==> config.mk <==
export PLATFORM = sky130hd
export DESIGN_NAME = clock_reset_sequencer
export DESIGN_NICKNAME = d
export VERILOG_FILES = /design/src/rtl/clock_reset_sequencer_pkg.sv /design/src/rtl/clock_reset_sequencer_sync_2ff.sv /design/src/rtl/clock_reset_sequencer.sv
export SDC_FILE = /design/constraint.sdc
export NUM_CORES = 1
export LEC_CHECK = 0
export BUFFER_PORTS_ARGS = -buffer_cell sky130_fd_sc_hd__buf_2
export CORE_MARGIN = 3
export CORE_UTILIZATION = 55
export DETAILED_ROUTE_END_ITERATION = 8
export HOLD_SLACK_MARGIN = 0.08
export PLACE_DENSITY_LB_ADDON = 0.2
export SLEW_MARGIN = 20
export SYNTH_ARGS = -nofsm -noshare
export SYNTH_HDL_FRONTEND = slang
export SYNTH_SLANG_ARGS = --single-unit
==> constraint.sdc <==
create_clock -name clk_33 -period 2.7 [get_ports clk_33]
set_clock_uncertainty 0.05 [all_clocks]
set_input_delay 0.135 -clock clk_33 [delete_from_list [all_inputs] [get_ports clk_33]]
set_output_delay 0.135 -clock clk_33 [all_outputs]
set_load 0.01 [all_outputs]
==> src/rtl/clock_reset_sequencer_pkg.sv <==
// -----------------------------------------------------------------------------
// clock_reset_sequencer_pkg
// Shared clocking definitions for the board-clock bring-up logic:
//   - sequencer state encoding
//   - default timing constants (cycles of the 33 MHz board clock)
//   - counter-width helper sized from the longest timing interval
// -----------------------------------------------------------------------------
package clock_reset_sequencer_pkg;

    typedef enum logic [2:0] {
        ST_HOLD      = 3'd0,
        ST_WAIT_LOCK = 3'd1,
        ST_SETTLE    = 3'd2,
        ST_RUN       = 3'd3,
        ST_FAULT     = 3'd4
    } state_e;

    localparam int unsigned DEF_RST_CYCLES    = 16;
    localparam int unsigned DEF_LOCK_TIMEOUT  = 33000;  // ~1 ms at 33 MHz
    localparam int unsigned DEF_SETTLE_CYCLES = 1024;
    localparam int unsigned DEF_MAX_RETRIES   = 3;

    // Width of a counter that must reach (longest interval - 1).
    function automatic int unsigned cnt_width(input int unsigned a,
                                              input int unsigned b,
                                              input int unsigned c);
        int unsigned m;
        m = a;
        if (b > m) m = b;
        if (c > m) m = c;
        return (m <= 1) ? 1 : $clog2(m);
    endfunction

endpackage

==> src/rtl/clock_reset_sequencer_sync_2ff.sv <==
// -----------------------------------------------------------------------------
// sync_2ff
// Two-flop synchronizer for level signals crossing into i_clk's domain.
// Output lags the input by two i_clk edges. Both flops clear to 0 on reset.
// Ports:
//   i_clk  destination clock
//   i_rst  asynchronous, active-high reset
//   i_d    asynchronous input
//   o_q    synchronized output
// -----------------------------------------------------------------------------
module sync_2ff #(
    parameter int unsigned WIDTH = 1
) (
    input  logic             i_clk,
    input  logic             i_rst,
    input  logic [WIDTH-1:0] i_d,
    output logic [WIDTH-1:0] o_q
);

    logic [WIDTH-1:0] r_meta;
    logic [WIDTH-1:0] r_sync;

    // NOTE: the reset appears in the sensitivity list so it takes effect
    // without a clock edge; state updates use <= so both flops sample
    // their inputs from before the edge.
    always_ff @(posedge i_clk or posedge i_rst) begin
        if (i_rst) begin
            r_meta <= '0;
            r_sync <= '0;
        end else begin
            r_meta <= i_d;
            r_sync <= r_meta;
        end
    end

    assign o_q = r_sync;

endmodule

==> src/rtl/clock_reset_sequencer.sv <==
// -----------------------------------------------------------------------------
// clock_reset_sequencer
// Brings up the clock controller from the raw board clock and supervises it:
// pulses the controller reset, waits for lock with a timeout and bounded
// retries, requires lock to be stable for a settle period before releasing
// the system reset, and restarts from scratch whenever lock is lost.
// Ports:
//   clk_33      board clock, sole clock
//   rst         asynchronous, active-high reset
//   locked      controller lock, asynchronous to clk_33
//   clkgen_rst  reset to the clock controller
//   sys_rst     design-wide reset, low only in RUN
//   ready       high only in RUN
//   fault       latched bring-up failure (cleared only by rst)
//   retries     failed attempts in the current bring-up
//   loss_count  saturating count of lock losses while in RUN
// -----------------------------------------------------------------------------
module clock_reset_sequencer
    import clock_reset_sequencer_pkg::*;
#(
    parameter int unsigned RST_CYCLES    = DEF_RST_CYCLES,
    parameter int unsigned LOCK_TIMEOUT  = DEF_LOCK_TIMEOUT,
    parameter int unsigned SETTLE_CYCLES = DEF_SETTLE_CYCLES,
    parameter int unsigned MAX_RETRIES   = DEF_MAX_RETRIES
) (
    input  logic       clk_33,
    input  logic       rst,
    input  logic       locked,
    output logic       clkgen_rst,
    output logic       sys_rst,
    output logic       ready,
    output logic       fault,
    output logic [3:0] retries,
    output logic [7:0] loss_count
);

    localparam int unsigned CW = cnt_width(RST_CYCLES, LOCK_TIMEOUT, SETTLE_CYCLES);

    localparam logic [CW-1:0] RST_LAST     = CW'(RST_CYCLES - 1);
    localparam logic [CW-1:0] TIMEOUT_LAST = CW'(LOCK_TIMEOUT - 1);
    localparam logic [CW-1:0] SETTLE_LAST  = CW'(SETTLE_CYCLES - 1);
    localparam logic [3:0]    RETRY_LIMIT  = 4'(MAX_RETRIES);

    state_e        r_state;
    state_e        w_state_nxt;
    logic [CW-1:0] r_cnt;
    logic [CW-1:0] w_cnt_nxt;
    logic [3:0]    r_retries;
    logic [3:0]    w_retries_nxt;
    logic [7:0]    r_loss_count;
    logic [7:0]    w_loss_nxt;
    logic          w_fail;
    logic          w_locked_s;

    logic          r_clkgen_rst;
    logic          r_sys_rst;
    logic          r_ready;
    logic          r_fault;
    logic          w_clkgen_rst_nxt;
    logic          w_sys_rst_nxt;
    logic          w_ready_nxt;
    logic          w_fault_nxt;

    sync_2ff #(.WIDTH(1)) u_locked_sync (
        .i_clk (clk_33),
        .i_rst (rst),
        .i_d   (locked),
        .o_q   (w_locked_s)
    );

    // State register. Outputs are registered from the decode of the next
    // state, so they always agree with r_state without a cycle of lag.
    always_ff @(posedge clk_33 or posedge rst) begin
        if (rst) begin
            r_state      <= ST_HOLD;
            r_cnt        <= '0;
            r_retries    <= '0;
            r_loss_count <= '0;
            r_clkgen_rst <= 1'b1;
            r_sys_rst    <= 1'b1;
            r_ready      <= 1'b0;
            r_fault      <= 1'b0;
        end else begin
            r_state      <= w_state_nxt;
            r_cnt        <= w_cnt_nxt;
            r_retries    <= w_retries_nxt;
            r_loss_count <= w_loss_nxt;
            r_clkgen_rst <= w_clkgen_rst_nxt;
            r_sys_rst    <= w_sys_rst_nxt;
            r_ready      <= w_ready_nxt;
            r_fault      <= w_fault_nxt;
        end
    end

    // Next-state logic.
    always_comb begin
        // NOTE: every signal gets a default before the case so no path
        // leaves one unassigned, which would otherwise infer a latch.
        w_state_nxt   = r_state;
        w_cnt_nxt     = r_cnt;
        w_retries_nxt = r_retries;
        w_loss_nxt    = r_loss_count;
        w_fail        = 1'b0;

        unique case (r_state)
            ST_HOLD: begin
                if (r_cnt == RST_LAST) begin
                    w_state_nxt = ST_WAIT_LOCK;
                    w_cnt_nxt   = '0;
                end else begin
                    w_cnt_nxt = r_cnt + CW'(1);
                end
            end
            ST_WAIT_LOCK: begin
                // Lock is tested first so a lock arriving on the timeout
                // cycle still counts as success.
                if (w_locked_s) begin
                    w_state_nxt = ST_SETTLE;
                    w_cnt_nxt   = '0;
                end else if (r_cnt == TIMEOUT_LAST) begin
                    w_fail = 1'b1;
                end else begin
                    w_cnt_nxt = r_cnt + CW'(1);
                end
            end
            ST_SETTLE: begin
                if (!w_locked_s) begin
                    w_fail = 1'b1;
                end else if (r_cnt == SETTLE_LAST) begin
                    w_state_nxt   = ST_RUN;
                    w_cnt_nxt     = '0;
                    w_retries_nxt = '0;
                end else begin
                    w_cnt_nxt = r_cnt + CW'(1);
                end
            end
            ST_RUN: begin
                if (!w_locked_s) begin
                    w_state_nxt   = ST_HOLD;
                    w_cnt_nxt     = '0;
                    w_retries_nxt = '0;
                    if (r_loss_count != 8'hFF) begin
                        w_loss_nxt = r_loss_count + 8'd1;
                    end
                end
            end
            ST_FAULT: begin
                // Terminal until rst.
            end
            default: begin
                w_state_nxt = ST_HOLD;
                w_cnt_nxt   = '0;
            end
        endcase

        // A failed attempt either retries from HOLD or gives up; retries
        // keeps its final value in FAULT.
        if (w_fail) begin
            w_cnt_nxt = '0;
            if (r_retries == RETRY_LIMIT) begin
                w_state_nxt = ST_FAULT;
            end else begin
                w_state_nxt   = ST_HOLD;
                w_retries_nxt = r_retries + 4'd1;
            end
        end
    end

    // Output decode of the upcoming state.
    always_comb begin
        w_clkgen_rst_nxt = (w_state_nxt == ST_HOLD) || (w_state_nxt == ST_FAULT);
        w_sys_rst_nxt    = (w_state_nxt != ST_RUN);
        w_ready_nxt      = (w_state_nxt == ST_RUN);
        w_fault_nxt      = (w_state_nxt == ST_FAULT);
    end

    assign clkgen_rst = r_clkgen_rst;
    assign sys_rst    = r_sys_rst;
    assign ready      = r_ready;
    assign fault      = r_fault;
    assign retries    = r_retries;
    assign loss_count = r_loss_count;

endmodule
== Word level (Yosys, flattened, before mapping) ==
Cells that the tools add are included.
Widths: inputs -> output; s select.

* Register bits: 37
* Output and inout bits: 16

* Add/sub/neg operators: 3
* Equality and inequality tests: 16
* Mux-type cells: 26
* Bitwise logic cells: 1
* Reduce and logical (&&, ||, !) cells: 5

{| class="wikitable"
|+ Operators by type and width
! operator !! count
|-
| $mux 16 || 7
|-
| $pmux 16 s5 || 1
|-
| $mux 3 || 7
|-
| $mux 4 || 5
|-
| $add 16x1->16 const B || 1
|-
| $eq 16x10->1 const B || 1
|-
| $eq 16x16->1 const B || 1
|-
| $eq 16x4->1 const B || 1
|-
| $pmux 3 s5 || 1
|-
| $eq 3x2->1 const B || 3
|-
| $add 8x1->8 const B || 1
|-
| $ne 8x8->1 const B || 1
|-
| $pmux 4 s2 || 1
|-
| $eq 3x3->1 const B || 2
|-
| $logic_not 3->1 || 2
|-
| $ne 3x2->1 const B || 2
|-
| $add 4x1->4 const B || 1
|-
| $eq 4x2->1 const B || 1
|-
| $ne 4x3->1 const B || 1
|-
| $reduce_and 4->1 || 1
|-
| $eq 3x1->1 const B || 1
|-
| $mux 1 || 3
|-
| $ne 3x3->1 const B || 1
|-
| $reduce_and 3->1 || 1
|-
| 4 further kinds || 4
|}

== Longest topological paths before layout ==
Gate-level depths: netlist (run 1).

* Depth in word-level cells: 7
* Depth in mapped cells: 8
* Depth with buffers taken out: 7

== By module ==
Synthesis (run 1) repeated with hierarchy kept, for this count alone.

* Cells, all modules: 193
* Area total of the unflattened synthesis: 1963.1 µm²

{| class="wikitable"
|+ Modules (own cells, without submodules)
! module !! times used !! cells an instance !! area each (µm²)
|-
| clock_reset_sequencer || 1 || 190 || 1909.3
|-
| sync_2ff || 1 || 3 || 53.8
|}

== Worst setup path before layout (run 1) ==
OpenSTA, ideal clock, no wires.

* Path type: register to register
* Start: register r_cnt[12]
* End: register r_cnt[12]
* Data arrival time: 1.991 ns
* Data required time: 2.531 ns
* Slack: 0.540 ns
* Stages on the path, launching flop included: 8
* Clock period less this slack: 2.160 ns
* Cell sequence: dfrtp_1 -> or3_1 -> or3_4 -> o41ai_4 -> a311oi_1 -> nor2_2 -> buf_6 -> nor2_1

* Cells in the longest elaborated chain, start to end: 6
* Elaborated cells on any way between the ends: 19
* Those cells by class: add/sub: 1; eq/ne: 7; mux: 10; reduce/logical: 1

{| class="wikitable"
|+ RTL lines
! item !! line !! source
|-
| start, declared || clock_reset_sequencer.sv:46 || <nowiki>logic [CW-1:0] r_cnt;</nowiki>
|-
| start signal, assigned || clock_reset_sequencer.sv:85 || <nowiki>r_cnt <= w_cnt_nxt;</nowiki>
|-
| parallel branches: the longest is 6 deep, another holds $add 16x1->16 || -- ||
|}

Several ways; the timed one is not identified. The select of a mux whose other input is x is not followed.
A chain may end at the register's enable or synchronous reset.

== Final worst setup path (run 1) ==
* Start: register r_cnt[0]
* End: register r_cnt[13]

The elaborated chain is that of the path after synthesis.

==> results of run 1 <==
==> placed cells by master (no fill, tap or decap), drive strengths merged, types with 7 or more instances in the layout <==
cell type  count
buf           24
dfrtp         35
inv            8
nand2         14
nand3          9
nand4          7
nor2          21
nor3           7
o21ai          8
xnor2          9
xor2           9
==> metal layers <==
| metal | global-route usage [%] | wire, µm | vias to the layer above |
|---|---|---|---|
| li1 | - | - | 726 |
| met1 | 25.9 | 1720 | 719 |
| met2 | 35.1 | 1840 | 40 |
| met3 | 5.72 | 175 | 6 |
| met4 | 4.75 | 40 | 0 |
| met5 | 0 | 0 | - |
==> worst max-delay path: stages, from the launching register on <==
cell      delay (ps)
dfrtp_1          420
ha_1             230
nand3_1          200
or3_4            420
o41ai_4          350
a311oi_1         190
nor2_2           360
nor2_1           100
==> how the worst min path moves through the flow <==
stage / end / slack [ps] / depth (start not counted)
after floorplan: u_locked_sync.r_meta / 120 / 0
after global placement: u_locked_sync.r_meta / 190 / 1
after detailed placement: u_locked_sync.r_meta / 200 / 1
after CTS: u_locked_sync.o_q / 320 / 0
after global routing: u_locked_sync.o_q / 330 / 0
final: u_locked_sync.o_q / 330 / 0
==> where the power goes <==
group	internal [µW]	leakage [µW]	switching, µW	total, µW
registers	640	0.000496	79.9	720
clock network	194	0.0000422	185	379
logic	278	0.000469	388	666
==> area by class of cell <==
type / count / area (µm²) / share of cell area (%)
flip-flops and latches: 37 / 928 / 43.1
multi-input cells: 140 / 907 / 42.2
repair buffers: 26 / 155 / 7.21
well taps: 44 / 55.1 / 2.56
clock buffers: 6 / 41.3 / 1.92
clock inverters: 2 / 35.0 / 1.63
inverters: 8 / 30.0 / 1.40
==> registers in the layout, indices dropped and copies added (netlist names) <==
name                  cells
u_locked_sync.r_meta      1
fault                     1
clkgen_rst                1
loss_count                8
retries                   4
r_cnt                    16
sys_rst                   1
r_state                   3
ready                     1
u_locked_sync.o_q         1
==> stage by stage <==
stage                     cells  area (µm²)  hold slack (ps)
after floorplan             191        1900              116
after global routing        263        2150              328
final                       263        2150              326
after global placement      253        2060              194
after detailed placement    253        2060              196
after CTS                   263        2150              322
==> logic make-up after synthesis <==
| logic type | Yosys count | share of synthesized area (%) |
|---|---|---|
| DFF | 37 | 48.8 |
| buffers and inverters | 14 | 3.61 |
| xor gates and xnor gates | 18 | 8.28 |
| muxes | 1 | 0.591 |
| adders and majority gates | 3 | 1.97 |
| and+or+nand+nor | 89 | 25.3 |
| AOI/OAI and AO/OA | 29 | 11.5 |
==> flow_metrics.py, run 1 <==
metrics = {
    "run_status": {
        "status": "finished clean",
    },
    "critical_path": {
        "reg2reg_from": "r_cnt[0]",
        "cp-startpoint": "r_cnt[0]",
        "path_class": "reg -> reg",
        "critPathCapture": "r_cnt[13]",
        "start_kind": "register",
        "required_ps": 2870,
        "reg2reg_to": "r_cnt[13]",
        "timing.reg2reg.worst_path_depth": 7,
        "worstSetupEndpointType": "register",
        "rrSetupSlack_ps": 250,
        "critPathMaxFanout": 11,
        "cp.arrival_ps": 2620,
    },
    "clock_network": {
        "path_clk_slew_ps": 120,
        "worstSkewPairLatency_ps": 350,
        "hold_buffers": 2,
        "root_buffer": "clkbuf_4",
        "post_cts_resized": 0,
        "cts_setup_buffers": 0,
        "cts_tree": "yes",
        "cts_inserted_buffers": 5,
        "cts_sinks": 37,
        "cts_buffer_depth": 2,
        "htreeDepth": 2,
    },
    "global_routing": {
        "grt_max_degree": 25,
        "grt_use_total_pct": 20.6,
        "grt_pass1_wl_um": 6670,
        "overflow": 0,
        "grt_pass1_vias": 1466,
        "antenna_found_initial": 0,
    },
    "finish": {
        "drive_gt1_share_pct": 19.6,
        "fillCellCount": 249,
        "nNetsFinal": 224,
        "diodes": 0,
        "postLayoutCoreUtil_pct": 67.7,
        "area_growth_pct": 13.0,
    },
    "sta": {
        "finalSetupViolCount": 0,
        "post-route-period-util_pct": 90.6,
        "slew_headroom_pct": 39.0,
        "fin_setup_tns_ps": 0,
        "max_slew.worst_pin.slew_ps": 913,
        "slew_violations": 0,
        "fin_ws_ps": 253,
        "min_period_ps": 2450,
        "max_freq_mhz": 409,
        "timing.final.hold_violations": 0,
        "rsz0062_at_grt": "false",
    },
    "routing": {
        "drtPass1Iterations": 5,
        "viasPerCell": 5.67,
        "drcViolationCount": 0,
        "vias": 1491,
        "drtAntennaViolNets": 0,
        "totalWireLength_um": 3780,
        "dr.first_iter.drc_count": 78,
        "wl_per_cell_um": 14.4,
    },
    "hold_path": {
        "min_path_type": "reg -> reg",
        "min-delay-start": "u_locked_sync.r_meta",
    },
    "logic_synthesis": {
        "synthCells": 191,
        "synth_edf_count": 0,
        "ys_ff_latch": 37,
        "synth_area_per_cell_um2": 9.97,
        "ys.flop_type": "dfrtp_1",
        "netlist.area_leader.share_pct": 46.0,
        "synthTopCellsByArea": "dfrtp_1 46%, xnor2_1 4.1%, xor2_1 4.1%",
        "synthMostInstantiatedCell": "dfrtp_1",
        "yosysTopAreaCell": "dfrtp_1",
        "yosysUniqueCellTypes": 44,
        "yosysSeqAreaShare_pct": 48.8,
        "synth-warning-count": 0,
        "async_reset_ff_share_pct": 100,
        "synth_nets": 197,
        "syn_area_um2": 1900,
        "synthTopCellsByCount": "35 x dfrtp_1, 20 x nor2_1, 14 x nand2_1",
    },
    "floorplan": {
        "core_area_um2": 3180,
        "dieArea_um2": 4200,
        "ioPinCount": 19,
        "die_w_um": 64.8,
        "die_y_um": 64.8,
        "rows": 20,
        "initial_utilization_pct": 59.9,
    },
    "place": {
        "place_ws_ps": 251,
        "gp_congestion": 0.895,
        "io_buffers": 18,
        "dp_hpwl_um": 2760,
    },
    "pwr": {
        "power.density_nw_per_um2": 820,
        "p_total_uw": 1770,
        "ir_worst_vdd_v": 0.000590,
        "p_leak_uw": 0.00101,
    },
    "run": {
        "cap_viol_max_count": 0,
    },
}
(Power assumes the default switching activity.)
==> inputs of run 2 (changes only) <==
Settings changed: ABC_AREA from default to 0, CTS_BUF_LIST from default to sky130_fd_sc_hd__clkbuf_2 sky130_fd_sc_hd__clkbuf_4 sky130_fd_sc_hd__clkbuf_8, SETUP_SLACK_MARGIN from default to 0.2.
==> flow_metrics.py, run 2 (synthesis gave the netlist of run 1 again) <==
metrics = {
    "run_status": {
        "status": "finished clean",
    },
    "global_routing": {
        "grt_pass1_wl_um": 6670,
        "antenna_found_initial": 0,
        "grt_use_total_pct": 20.6,
        "grt_pass1_vias": 1466,
        "grt_max_degree": 25,
        "use_met1_pct": 25.9,
        "grt_use_met2_pct": 35.1,
        "use_met3_pct": 5.72,
        "overflow": 0,
        "grt_most_used_layer": "met2",
    },
    "routing": {
        "wl_per_cell_um": 14.4,
        "drtPass1Iterations": 4,
        "totalWireLength_um": 3810,
        "drcViolationCount": 0,
        "vias": 1496,
        "viasPerCell": 5.67,
        "drtAntennaViolNets": 0,
        "dr.first_iter.drc_count": 92,
    },
    "critical_path": {
        "reg2reg_to": "r_cnt[13]",
        "reg2reg_from": "r_cnt[12]",
        "start_kind": "register",
        "cp.arrival_ps": 2560,
        "path_cells": "or3_1 -> or3_4 -> o41ai_4 -> a311oi_1 -> nor2_2 -> buf_12 -> nor2_1",
        "max_stage_delay_ps": 430,
        "worstSetupEndpointType": "register",
        "path_class": "reg -> reg",
        "cpMaxStageDelayCell": "dfrtp_1",
        "timing.reg2reg.worst_path_depth": 7,
        "rrSetupSlack_ps": 330,
        "required_ps": 2890,
        "cp-startpoint": "r_cnt[12]",
        "critPathMaxFanout": 11,
    },
    "sta": {
        "rsz0062_at_grt": "false",
        "slew_violations": 0,
        "min_period_ps": 2370,
        "post-route-period-util_pct": 87.8,
        "fin_ws_ps": 329,
        "finalSetupViolCount": 0,
        "timing.final.hold_violations": 0,
        "max_freq_mhz": 422,
        "fin_setup_tns_ps": 0,
        "max_slew.worst_pin.slew_ps": 918,
        "slew_headroom_pct": 38.7,
    },
    "clock_network": {
        "path_clk_slew_ps": 120,
        "cts_tree": "yes",
        "htreeDepth": 2,
        "cts_buffer_depth": 2,
        "cts_sinks": 37,
        "root_buffer": "clkbuf_4",
        "cts_inserted_buffers": 5,
        "worstSkewPairLatency_ps": 350,
    },
    "finish": {
        "final_common_cell": "dfrtp_1",
        "diodes": 0,
        "drive_gt1_share_pct": 20.9,
        "final_cell_mix": "35 x dfrtp_1, 20 x nor2_1, 18 x buf_2, 14 x nand2_1",
        "area_growth_pct": 14.6,
        "postLayoutCoreUtil_pct": 68.7,
        "final_design_area_no_fill_um2": 2180,
        "largest_register_ffs": 16,
        "top_register": "r_cnt",
        "nNetsFinal": 225,
    },
    "floorplan": {
        "rows": 20,
        "die_w_um": 64.8,
        "die_y_um": 64.8,
        "core_area_um2": 3180,
        "initial_utilization_pct": 59.9,
        "ioPinCount": 19,
        "dieArea_um2": 4200,
    },
    "place": {
        "placed_area_um2": 2060,
        "place_ws_ps": 251,
        "dp_hpwl_um": 2760,
        "io_buffers": 18,
        "gp_congestion": 0.895,
    },
    "hold_path": {
        "min_path_type": "reg -> reg",
        "hold-path-endpoint": "u_locked_sync.o_q",
        "hold_depth": 0,
        "min-delay-start": "u_locked_sync.r_meta",
    },
    "pwr": {
        "p_leak_uw": 0.00102,
        "power.density_nw_per_um2": 862,
        "ir_worst_vdd_v": 0.000573,
    },
    "run": {
        "cap_viol_max_count": 0,
    },
}
-- run 2: changes by cell type in the layout (fill, tap and decap cells not counted), sizes merged --
cell,previous run,this run
buf,24,25
-- run 2: how the worst max path moves through the flow --
stage	cells after the start	slack, ps	to
finish	7	330	r_cnt[13]
global route	8	180	r_cnt[7]
CTS	7	260	r_cnt[13]
detailed placement	7	250	r_cnt[9]
global placement	6	340	r_cnt[5]
floorplan	7	540	r_cnt[12]
-- run 2: metrics by stage --
stage | hold WS (ps) | power (µW) | cells
finish | 326 | 1880 | 264
global route | 329 | 2020 | 264
CTS | 326 | 1780 | 263
detailed placement | 196 | 1390 | 253
global placement | 194 | 1350 | 253
floorplan | 116 | 1260 | 191
-- run 2: per-layer routing --
metal  wire, µm  share of wire (%)  vias to the layer above
li1           -                  -                      727
met1       1710                 45                      724
met2       1850                 49                       36
met3        200                5.2                        9
met4         53                1.4                        0
met5          0                  0                        -
-- run 2: cell type report --
cell class	count	area, µm²
fillers	244	996
multi-input cells	140	913
repair buffers	27	175
clock inverters	2	35.0
inverters	8	30.0
clock buffers	6	45.0
flip-flops and latches	37	928
well taps	44	55.1
-- run 2: power breakdown --
| part | internal, µW | total [µW] | leakage (µW) | switching [µW] |
|---|---|---|---|---|
| Clock | 204 | 385 | 0.0000456 | 181 |
| Combinational | 363 | 776 | 0.000477 | 413 |
| Sequential | 640 | 719 | 0.000496 | 79.4 |
| Total | 1210 | 1880 | 0.00102 | 673 |
-- run 2: critical path, delay by kind of cell, from the launching register on --
kind                   cells  cell delay (ps)
AOI/OAI and AO/OA          2              560
buffers and inverters      1              140
DFF                        1              430
and+or+nand+nor            4             1090
-- run 2: repair_timing --
action,4_1_cts,5_1_grt
endpoints found under the setup margin,0,12
hold buffers,2,0
buffers inserted,0,1
hold endpoints to repair,22,0
resized for setup,0,1
==> inputs of run 3 (changes only) <==
Settings changed: ABC_AREA 0 to 1.
==> flow_metrics.py, run 3 <==
metrics = {
    "clock_network": {
        "cts_buffer_depth": 2,
        "root_buffer": "clkbuf_8",
        "post_cts_resized": 0,
        "worstSkewPairLatency_ps": 290,
        "cts_sinks": 37,
        "cts_tree": "yes",
        "path_clk_slew_ps": 80,
        "cts_inserted_buffers": 5,
        "htreeDepth": 2,
    },
    "pwr": {
        "power.density_nw_per_um2": 558,
        "ir_worst_vdd_v": 0.000453,
        "p_total_uw": 1380,
        "p_leak_uw": 0.00133,
    },
    "sta": {
        "max_freq_mhz": 569,
        "rsz0062_at_grt": "false",
        "fin_setup_tns_ps": 0,
        "slew_headroom_pct": 70.7,
        "max_slew.worst_pin.slew_ps": 439,
        "post-route-period-util_pct": 65.0,
        "min_period_ps": 1760,
        "holdWs_ps": 300,
        "finalSetupViolCount": 0,
        "timing.final.hold_violations": 0,
        "slew_violations": 0,
    },
    "global_routing": {
        "antenna_found_initial": 0,
        "overflow": 0,
        "grt_max_degree": 38,
        "grt_use_total_pct": 21.8,
        "grt_pass1_wl_um": 8530,
        "grt_pass1_vias": 1968,
    },
    "finish": {
        "postLayoutCoreUtil_pct": 65.8,
        "largest_register_ffs": 16,
        "diodes": 0,
        "final_common_cell": "nand2_1",
        "drive_gt1_share_pct": 14.0,
        "top_register": "r_cnt",
        "final_cell_mix": "92 x nand2_1, 43 x nand3_1, 35 x dfrtp_1, 34 x nor2_1, 33 x inv_1",
        "area_growth_pct": 11.6,
        "nNetsFinal": 340,
        "final_design_area_no_fill_um2": 2480,
    },
    "place": {
        "io_buffers": 18,
        "dp_hpwl_um": 3470,
        "gp_congestion": 0.961,
        "placed_area_um2": 2370,
    },
    "routing": {
        "totalWireLength_um": 4740,
        "vias": 2002,
        "drtAntennaViolNets": 0,
        "dr.first_iter.drc_count": 196,
        "drtPass1Iterations": 5,
        "viasPerCell": 5.23,
        "drcViolationCount": 0,
        "wl_per_cell_um": 12.4,
    },
    "critical_path": {
        "crit_buf_inv": 0,
        "max_stage_delay_ps": 410,
        "worstSetupEndpointType": "register",
        "cpMaxStageDelayCell": "dfrtp_1",
        "critPathMaxFanout": 7,
        "timing.reg2reg.worst_path_depth": 8,
        "cp.arrival_ps": 1880,
        "cp_common_cell": "nand2_1",
        "path_class": "reg -> reg",
        "rrSetupSlack_ps": 940,
        "start_kind": "register",
        "required_ps": 2820,
        "path_cells": "ha_1 -> nand3_2 -> nor3_4 -> nand2_1 -> nand2_1 -> nand3b_1 -> nand2_2 -> a21oi_1",
        "cp_top_family": "simple AND/OR/NAND/NOR gates",
        "reg2reg_to": "r_cnt[10]",
        "reg2reg_from": "r_cnt[0]",
    },
    "floorplan": {
        "rows": 22,
        "die_w_um": 69.6,
        "dieArea_um2": 4840,
        "die_y_um": 69.6,
        "core_area_um2": 3770,
        "initial_utilization_pct": 58.9,
        "ioPinCount": 19,
    },
    "logic_synthesis": {
        "yosysSeqAreaShare_pct": 41.8,
        "synthTopCellsByCount": "92 x nand2_1, 43 x nand3_1, 35 x dfrtp_1, 34 x nor2_1, 33 x inv_1",
        "synth_nets": 314,
        "synthTopCellsByArea": "dfrtp_1 39%, nand2_1 16%, nand3_1 9.7%",
        "ys_ff_latch": 37,
        "synth_area_per_cell_um2": 7.21,
        "synthCells": 308,
        "ys.flop_type": "dfrtp_1",
        "yosysTopAreaCell": "dfrtp_1",
        "syn_area_um2": 2220,
        "synth_edf_count": 0,
        "yosysUniqueCellTypes": 23,
        "synth-warning-count": 0,
        "netlist.area_leader.share_pct": 39.4,
        "async_reset_ff_share_pct": 100,
        "synthMostInstantiatedCell": "nand2_1",
    },
    "run": {
        "cap_viol_max_count": 0,
    },
    "hold_path": {
        "hold-path-endpoint": "u_locked_sync.o_q",
        "min-delay-start": "u_locked_sync.r_meta",
        "min_path_type": "reg -> reg",
        "hold_depth": 0,
    },
    "run_status": {
        "status": "finished clean",
    },
}
==> run 3: layer usage <==
| metal | routed length (µm) | vias up | track usage [%] |
|---|---|---|---|
| met2 | 2240 | 50 | 35.3 |
| li1 | - | 1036 | - |
| met5 | 0 | - | 0 |
| met1 | 2250 | 903 | 28.7 |
| met3 | 159 | 13 | 3.48 |
| met4 | 93 | 0 | 9.98 |
==> run 3: stage by stage <==
step	worst slack, ps	cells
global route	759	383
detailed placement	963	373
floorplan	1170	308
CTS	946	383
global placement	982	373
finish	944	383
==> run 3: report_power, final <==
part	total, µW	switching [µW]	internal (µW)
Combinational	308	202	107
Sequential	672	61.6	610
Clock	403	200	203
==> run 3: cells by family after synthesis <==
family                   count (synthesis)  share of synthesized area (%)
adder cells (fa/ha/maj)                  3                           1.69
AO/OA/AOI/OAI                           17                           4.05
flip-flops                              37                           41.8
AND/OR/NAND/NOR                        193                           38.6
XOR/XNOR                                16                           6.31
buffers and inverters                   42                           7.60
==> run 3: cell type report <==
cell class,count,area (µm²)
Multi-Input combinational cell,229,1120
Inverter,38,143
Fill cell,350,1290
Clock buffer,7,83.8
Sequential cell,37,928
Clock inverter,1,7.51
Tap cell,48,60.1
Timing Repair Buffer,23,133
==> run 3: timing repair <==
action	in CTS	in global routing
endpoints found under the hold margin	36	0
setup buffers	0	0
hold buffers	2	0
==> run 3: worst max path at each step <==
stage             start         to  slack [ps]  depth (start not counted)
6_report       r_cnt[0]  r_cnt[10]         940                          8
5_1_grt        r_cnt[0]  r_cnt[10]         760                          8
4_1_cts        r_cnt[0]  r_cnt[10]         950                          8
3_5_place_dp   r_cnt[0]  r_cnt[10]         960                          8
3_3_place_gp   r_cnt[0]    sys_rst         980                         11
2_1_floorplan  r_cnt[0]  r_cnt[10]        1170                          8
